**config.mk**
```make
export PLATFORM = sky130hd
export DESIGN_NAME = jedro_1_wb_arbiter_flat
export DESIGN_NICKNAME = d
export VERILOG_FILES = /design/src/rtl/jedro_1_wb_arbiter_if.sv /design/src/rtl/jedro_1_wb_arbiter.sv /design/src/flat_wrapper.sv
export SDC_FILE = /design/constraint.sdc
export NUM_CORES = 1
export LEC_CHECK = 0
export BUFFER_PORTS_ARGS = -buffer_cell sky130_fd_sc_hd__buf_4
export CORE_ASPECT_RATIO = 2
export CORE_UTILIZATION = 45
export DETAILED_ROUTE_END_ITERATION = 7
export PLACE_DENSITY = 0.88
export SLEW_MARGIN = 20
export SYNTH_ARGS = -nofsm -noshare
export SYNTH_HDL_FRONTEND = slang
export SYNTH_SLANG_ARGS = --single-unit
```
**constraint.sdc**
```tcl
create_clock -name clk_i -period 1.5 [get_ports clk_i]
set_input_delay 0.225 -clock clk_i [delete_from_list [all_inputs] [get_ports clk_i]]
set_output_delay 0.225 -clock clk_i [all_outputs]
set_load 0.005 [all_outputs]
```
**src/rtl/jedro_1_wb_arbiter_if.sv**
```systemverilog
// Write-back bus between the ALU/LSU producers, decode issue port and the
// register-file arbiter, including the pending-write scoreboard.
interface jedro_1_wb_arbiter_if #(
    parameter int DATA_WIDTH     = 32,
    parameter int REG_ADDR_WIDTH = 5
);
    localparam int NUM_REGISTERS = 2 ** REG_ADDR_WIDTH;

    logic                      alu_valid_i;
    logic [REG_ADDR_WIDTH-1:0] alu_addr_i;
    logic [DATA_WIDTH-1:0]     alu_data_i;
    logic                      alu_ready_o;

    logic                      lsu_valid_i;
    logic [REG_ADDR_WIDTH-1:0] lsu_addr_i;
    logic [DATA_WIDTH-1:0]     lsu_data_i;
    logic                      lsu_ready_o;

    logic                      wpc_we_o;
    logic [REG_ADDR_WIDTH-1:0] wpc_addr_o;
    logic [DATA_WIDTH-1:0]     wpc_data_o;

    logic                      issue_valid_i;
    logic [REG_ADDR_WIDTH-1:0] issue_addr_i;
    logic [NUM_REGISTERS-1:0]  busy_o;

    modport slave (
        input  alu_valid_i, alu_addr_i, alu_data_i,
        output alu_ready_o,
        input  lsu_valid_i, lsu_addr_i, lsu_data_i,
        output lsu_ready_o,
        output wpc_we_o, wpc_addr_o, wpc_data_o,
        input  issue_valid_i, issue_addr_i,
        output busy_o
    );

    modport master (
        output alu_valid_i, alu_addr_i, alu_data_i,
        input  alu_ready_o,
        output lsu_valid_i, lsu_addr_i, lsu_data_i,
        input  lsu_ready_o,
        input  wpc_we_o, wpc_addr_o, wpc_data_o,
        output issue_valid_i, issue_addr_i,
        input  busy_o
    );
endinterface

```
**src/rtl/jedro_1_wb_arbiter.sv**
```systemverilog
// Round-robin write-back arbiter between ALU and LSU feeding one register-file
// write port, plus a scoreboard of registers awaiting write-back.
module jedro_1_wb_arbiter #(
    parameter int DATA_WIDTH     = 32,
    parameter int REG_ADDR_WIDTH = 5
) (
    input logic                clk_i,
    input logic                rst_i,
    jedro_1_wb_arbiter_if.slave wb
);
    localparam int NUM_REGISTERS = 2 ** REG_ADDR_WIDTH;

    typedef enum logic {
        GRANT_ALU = 1'b0,
        GRANT_LSU = 1'b1
    } grant_e;

    grant_e                    last_grant;
    logic                      alu_ready;
    logic                      lsu_ready;
    logic                      accept;
    logic [REG_ADDR_WIDTH-1:0] sel_addr_p0;
    logic [DATA_WIDTH-1:0]     sel_data_p0;
    logic [NUM_REGISTERS-1:0]  set_mask;
    logic [NUM_REGISTERS-1:0]  clr_mask;
    logic [NUM_REGISTERS-1:0]  busy_next;

    logic                      wpc_we_p1;
    logic [REG_ADDR_WIDTH-1:0] wpc_addr_p1;
    logic [DATA_WIDTH-1:0]     wpc_data_p1;
    logic [NUM_REGISTERS-1:0]  busy_p1;

    // One-hot of a register index; x0 never appears in the scoreboard.
    function automatic logic [NUM_REGISTERS-1:0] reg_mask(
        input logic                      en,
        input logic [REG_ADDR_WIDTH-1:0] addr
    );
        reg_mask = '0;
        if (en && (addr != '0)) begin
            reg_mask[addr] = 1'b1;
        end
    endfunction

    // Stage p0: grant and select; contention goes to whoever was not granted last.
    always_comb begin
        alu_ready   = !rst_i && wb.alu_valid_i &&
                      (!wb.lsu_valid_i || (last_grant == GRANT_LSU));
        lsu_ready   = !rst_i && wb.lsu_valid_i &&
                      (!wb.alu_valid_i || (last_grant == GRANT_ALU));
        accept      = alu_ready || lsu_ready;
        sel_addr_p0 = lsu_ready ? wb.lsu_addr_i : wb.alu_addr_i;
        sel_data_p0 = lsu_ready ? wb.lsu_data_i : wb.alu_data_i;
        set_mask    = reg_mask(wb.issue_valid_i, wb.issue_addr_i);
        clr_mask    = reg_mask(wpc_we_p1, wpc_addr_p1);
        busy_next   = (busy_p1 & ~clr_mask) | set_mask;
    end

    // Stage p1: registered write port and scoreboard.
    always_ff @(posedge clk_i) begin
        if (rst_i) begin
            last_grant  <= GRANT_ALU;
            wpc_we_p1   <= 1'b0;
            wpc_addr_p1 <= '0;
            wpc_data_p1 <= '0;
            busy_p1     <= '0;
        end else begin
            wpc_we_p1 <= accept && (sel_addr_p0 != '0);
            if (accept) begin
                last_grant  <= lsu_ready ? GRANT_LSU : GRANT_ALU;
                wpc_addr_p1 <= sel_addr_p0;
                wpc_data_p1 <= sel_data_p0;
            end
            busy_p1 <= busy_next;
        end
    end

    assign wb.alu_ready_o = alu_ready;
    assign wb.lsu_ready_o = lsu_ready;
    assign wb.wpc_we_o    = wpc_we_p1;
    assign wb.wpc_addr_o  = wpc_addr_p1;
    assign wb.wpc_data_o  = wpc_data_p1;
    assign wb.busy_o      = busy_p1;

endmodule

```
**src/flat_wrapper.sv**
```systemverilog
// flat-port wrapper written by rule: the top's interface ports become plain ports
module jedro_1_wb_arbiter_flat 
#(
    parameter int DATA_WIDTH     = 32,
    parameter int REG_ADDR_WIDTH = 5
)
  (clk_i, rst_i, wb_alu_valid_i, wb_alu_addr_i, wb_alu_data_i, wb_alu_ready_o, wb_lsu_valid_i, wb_lsu_addr_i, wb_lsu_data_i, wb_lsu_ready_o, wb_wpc_we_o, wb_wpc_addr_o, wb_wpc_data_o, wb_issue_valid_i, wb_issue_addr_i, wb_busy_o);
  jedro_1_wb_arbiter_if #(.DATA_WIDTH(DATA_WIDTH), .REG_ADDR_WIDTH(REG_ADDR_WIDTH)) wb_i ();
  input logic clk_i;
  input logic rst_i;
  input wire logic [$bits(wb_i.alu_valid_i)-1:0] wb_alu_valid_i;
  input wire logic [$bits(wb_i.alu_addr_i)-1:0] wb_alu_addr_i;
  input wire logic [$bits(wb_i.alu_data_i)-1:0] wb_alu_data_i;
  output wire logic [$bits(wb_i.alu_ready_o)-1:0] wb_alu_ready_o;
  input wire logic [$bits(wb_i.lsu_valid_i)-1:0] wb_lsu_valid_i;
  input wire logic [$bits(wb_i.lsu_addr_i)-1:0] wb_lsu_addr_i;
  input wire logic [$bits(wb_i.lsu_data_i)-1:0] wb_lsu_data_i;
  output wire logic [$bits(wb_i.lsu_ready_o)-1:0] wb_lsu_ready_o;
  output wire logic [$bits(wb_i.wpc_we_o)-1:0] wb_wpc_we_o;
  output wire logic [$bits(wb_i.wpc_addr_o)-1:0] wb_wpc_addr_o;
  output wire logic [$bits(wb_i.wpc_data_o)-1:0] wb_wpc_data_o;
  input wire logic [$bits(wb_i.issue_valid_i)-1:0] wb_issue_valid_i;
  input wire logic [$bits(wb_i.issue_addr_i)-1:0] wb_issue_addr_i;
  output wire logic [$bits(wb_i.busy_o)-1:0] wb_busy_o;
  assign wb_i.alu_valid_i = wb_alu_valid_i;
  assign wb_i.alu_addr_i = wb_alu_addr_i;
  assign wb_i.alu_data_i = wb_alu_data_i;
  assign wb_alu_ready_o = wb_i.alu_ready_o;
  assign wb_i.lsu_valid_i = wb_lsu_valid_i;
  assign wb_i.lsu_addr_i = wb_lsu_addr_i;
  assign wb_i.lsu_data_i = wb_lsu_data_i;
  assign wb_lsu_ready_o = wb_i.lsu_ready_o;
  assign wb_wpc_we_o = wb_i.wpc_we_o;
  assign wb_wpc_addr_o = wb_i.wpc_addr_o;
  assign wb_wpc_data_o = wb_i.wpc_data_o;
  assign wb_i.issue_valid_i = wb_issue_valid_i;
  assign wb_i.issue_addr_i = wb_issue_addr_i;
  assign wb_busy_o = wb_i.busy_o;
  jedro_1_wb_arbiter #(.DATA_WIDTH(DATA_WIDTH), .REG_ADDR_WIDTH(REG_ADDR_WIDTH)) u_core (.clk_i(clk_i), .rst_i(rst_i), .wb(wb_i));
endmodule
```
After elaboration in Yosys (flattened, before gate mapping):

Index checks and enable logic that the tools add are counted.

* input bits: 84
* register bits: 71
* output and inout port bits: 72
* logic and storage cells: 40

* bitwise operators: 4
* magnitude comparators: 4
* reduce and logical (&&, ||, !) cells: 18
* muxes and demuxes: 9

Operators by type and width (count)
* two-way mux 32 bit: 3
* bitwise AND 32 bit: 1
* NOT 32 bit: 1
* bitwise OR 32 bit: 1
* nonzero test 5 bit: 3
* less-than comparator 5 x 6 -> 1 bit, second input constant: 2
* demux 1 bit (select 5 bit): 2
* >= comparator 5 x 1 -> 1 bit, second input constant: 2
* logical AND 1 bit: 9
* two-way mux 5 bit: 1
* logical NOT 1 bit: 3
* logical OR 1 bit: 3
* two-way mux 1 bit: 3
* NOT 1 bit: 1

Depth between registers and ports, before layout:

* depth after elaboration: 8
* depth in mapped cells: 6
* gate-level depth less buffers: 3

Worst setup path before layout:

No wires, ideal clock.

* kind: in2reg
* from: input port rst_i
* to: register u_core.wpc_data_p1[20], in the netlist u_core.wb.wpc_data_o[20]
* buffers on the path: 3
* stages: 5
* arrival time: 1173 ps
* library setup time: 119 ps
* data required time: 1381 ps
* setup slack: 208 ps
* cells stage by stage: buf_2 a211o_1 buf_6 buf_6 o221a_2

* longest elaborated chain between the ends: 4
* elaborated cells on any way between the ends: 7
* those cells by class: mux: 1; reduce/logical: 6

RTL lines
* start: declaration: line flat_wrapper.sv:10 `input logic rst_i;`
* logical NOT 1 bit: line jedro_1_wb_arbiter.sv:46, jedro_1_wb_arbiter.sv:48
* logical AND 1 bit (on tied branches) (2 in series): line jedro_1_wb_arbiter.sv:48, jedro_1_wb_arbiter.sv:46
* two-way mux 32 bit or logical OR 1 bit (tied branches): line jedro_1_wb_arbiter.sv:52, jedro_1_wb_arbiter.sv:50
* end signal: assignment: line jedro_1_wb_arbiter.sv:71 `wpc_data_p1 <= sel_data_p0;`
* end: declaration: line jedro_1_wb_arbiter.sv:30 `logic [DATA_WIDTH-1:0] wpc_data_p1;`

Several ways; a longest one is shown, not always the timed one.
A chain may end at the register's enable or synchronous reset.

Final worst setup path:

* from: register u_core.last_grant
* to: register u_core.wpc_data_p1[15], in the netlist u_core.wb.wpc_data_o[15]

* longest elaborated chain between the ends: 4
* elaborated cells on any way between the ends: 7
* those cells by class: mux: 1; bitwise: 1; reduce/logical: 5

RTL lines
* start: declaration: line jedro_1_wb_arbiter.sv:18 `grant_e last_grant;`
* start signal: assignment: line jedro_1_wb_arbiter.sv:69 `last_grant <= lsu_ready ? GRANT_LSU : GRANT_ALU;`
* NOT 1 bit: line jedro_1_wb_arbiter.sv:49 `(!wb.alu_valid_i || (last_grant == GRANT_ALU));`
* logical OR 1 bit: line jedro_1_wb_arbiter.sv:49
* logical AND 1 bit: line jedro_1_wb_arbiter.sv:48 `lsu_ready = !rst_i && wb.lsu_valid_i &&`
* two-way mux 32 bit or logical OR 1 bit (tied branches): line jedro_1_wb_arbiter.sv:52, jedro_1_wb_arbiter.sv:50

Several ways; a longest one is shown, not always the timed one.

==> run metrics <==
Post-CTS Hold Buffers=0; P per Cell Area=995.5 mW/mm^2; IO Port Bufs=155; Setup WS pre-CTS=0.09831 ns; fin. max-slew vios=0; Period Utilization, post-route=97.10%; ys async rst share=0%; Overflow after GRT=0; Critical Path AT=1.67 ns; setup slack after layout=0.04346 ns; worst path cell trace=a211o_1 > buf_4 > bufbuf_16 > o221a_2; Worst-Skew Late Latency=0.32 ns; HPWL Detailed=7440 um; initial antenna violation count=0; wire per inst=17.09 um; P_int=0.003538 W; Worst Tran Pin Value=0.5470 ns; I/O pin count=156; multi-input logic area=0.001544 mm^2; Net Sw Frac=23.98%; yosys warns=0; vias post-DR=3436; Placed Instances=582; min Tclk post-route=1.457 ns; P&R area growth vs syn=51.48%; status=finished, final reports clean; remaining antenna violation count=0; Die Height=119.1 um; CTS HTree Levels=3; Worst path slowest cell=dfxtp_4; ys flop type=dfxtp_1; Fmax=686.6 MHz; area taken by flip-flops and latches=0.001425 mm^2; DRC=0; Yosys reg bits=71; total length of routed wires=10250 um; CTS tree=yes; std cell rows=42; layout cell share with drive strength beyond 1=44.34%; CTS Buffer Depth=2; hold_ws=0.1624 ns; Reg power frac=44.4%; Gate power share=17.1%; diode count=0; first-pass iteration count of the detailed router=4; Hold Crit Class=in2reg; Mapped Cells=350; Worst path max stage delay=0.34 ns; DIE AREA=0.007215 mm^2; Worst VDD drop=0.6959 mV; CP top delay family=compound AO/OA/AOI/OAI gates; CORE AREA=0.006621 mm^2; leak pwr=2.033 nW; number of max-cap violations=0; Syn Area/Cell=8.819 um^2; Clock power frac=38.5%; post-synthesis cell area=0.003087 mm^2; vias in the first global route=3353; Placer Congestion=0.9675; synth unique cells=27; Root Buffer=clkbuf_16; total negative slack=0 ns; synthesized net count=434; Starting DRT DRC Count=211; number of CTS-inserted buffers=9; first-pass GRT wire length=15740 um; Startpoint Class=flop; Nets=593; CP Capture Type=flop; setup violators final=0; largest net degree at the start of global routing=33; Fin. Hold Viols=0; final std cells w/o fill=600; RSZ-0062 raised after global routing=no; Reg clk slew, reported paths=0.05 ns; Global Route Usage Sum=29.05%; Critical path buffers and inverters=2; Starting Density=46.62%; Layout fillers=535; CP Class=reg2reg; Req. time, crit path=1.71 ns; P_sw=0.001116 W; Setup Skew=0.004768 ns; clk sink count=71; Die X=60.57 um; post-synthesis sequential area ratio=46.05%; Critical Path Fanout Max=16; Slew HR=62.59%; Avg Vias per Cell=5.727; EDFF count, synth=0
==> area by class of cell <==
class / instances / area share [%]
Clock buffer: 12 / 5.058
Clock inverter: 2 / 0.2141
Inverter: 2 / 0.2141
Multi-Input combinational cell: 252 / 33.02
Sequential cell: 71 / 30.48
Tap cell: 88 / 2.355
Timing Repair Buffer: 173 / 28.66
==> placed cells by master, fill, tap and decap left out <==
cell and n:
buf_4 170, dfxtp_1 70, o21ai_0 62, nor2_1 48
nor2b_1 35, nor3_1 32, o221a_2 32, clkbuf_16 9
nand3_1 6, nand3b_1 6, a2111oi_0 5, or3b_2 5
a2111oi_1 4, nand2_1 4, clkbuf_1 3, nand2b_1 2
or3_1 2, or4_1 2, clkinv_2 2, inv_2 1
a211o_1 1, inv_4 1, nand2_2 1, or2_2 1
a2111oi_2 1, nand4_1 1, o32ai_1 1, a21oi_1 1
bufbuf_16 1, buf_6 1, buf_12 1, dfxtp_4 1
==> synth_stat cells, types with 6 or more instances <==
master | n | area share (%)
clkbuf_1 | 13 | 1.6
nand3_1 | 6 | 0.97
buf_2 | 7 | 1.1
dfxtp_1 | 71 | 46
nor2_1 | 48 | 5.8
nor3_1 | 32 | 5.2
o221a_2 | 32 | 12
nor2b_1 | 35 | 7.1
nand3b_1 | 6 | 1.5
o21ai_0 | 62 | 10
==> final timing paths <==
path / slack, ns / depth (start not counted) / endpoint / from
min: 0.16 / 2 / u_core.wb.wpc_data_o[13] / wb_alu_data_i[13]
max reg2reg: 0.04 / 4 / u_core.wb.wpc_data_o[15] / u_core.last_grant
min reg2reg: 0.47 / 1 / u_core.wb.busy_o[0] / u_core.wb.busy_o[0]
max: 0.04 / 4 / u_core.wb.wpc_data_o[15] / u_core.last_grant
==> worst register-to-register path, stage by stage (launching register included) <==
cell and delay, ns:
dfxtp_4 0.34, a211o_1 0.30, buf_4 0.15, bufbuf_16 0.28, o221a_2 0.27
==> power groups by stage <==
stage | Combinational, W | Clock, W | Sequential, W
final | 0.000798 | 0.00179 | 0.00207
after global routing | 0.000853 | 0.00191 | 0.00208
after CTS | 0.000789 | 0.00182 | 0.00207
after detailed placement | 0.000756 | 0 | 0.00210
after global placement | 0.000737 | 0 | 0.00210
after floorplan | 0.000308 | 0 | 0.00210
==> flip-flops by register name, indices dropped and copies added (netlist names) <==
register              count
u_core.wb.wpc_addr_o      5
u_core.last_grant         1
u_core.wb.wpc_data_o     32
u_core.wb.wpc_we_o        1
u_core.wb.busy_o         32
==> repair_timing <==
action / in CTS / in global routing
pin swaps: 1 / 1
gates resized for setup: 8 / 2
endpoints found under the setup margin: 2 / 22
setup buffers: 3 / 0
cloned: 1 / 0
==> metal layers <==
layer | wire [um] | part of all wire [%] | GRT usage, %
met4 | 270 | 2.6 | 11.08
met1 | 3556 | 35 | 29.17
met5 | 0 | 0 | 0
met3 | 699 | 6.8 | 7.166
met2 | 5725 | 56 | 53.85
==> metrics by stage <==
stage                     util [%]  instance area (um^2)  power, W
after floorplan                  -                  3087  0.002412
after global placement       65.61                  4344  0.002838
after detailed placement     65.61                  4344  0.002860
after CTS                    70.50                  4668  0.004678
after global routing         70.62                  4676  0.004839
final                        70.62                  4676  0.004655
==> kinds of logic after synthesis <==
group,share of synthesized area (%)
AO/OA/AOI/OAI,25.50
buffers and inverters,4.175
flip-flops,46.05
AND/OR/NAND/NOR,24.28
(Power assumes the default switching activity.)
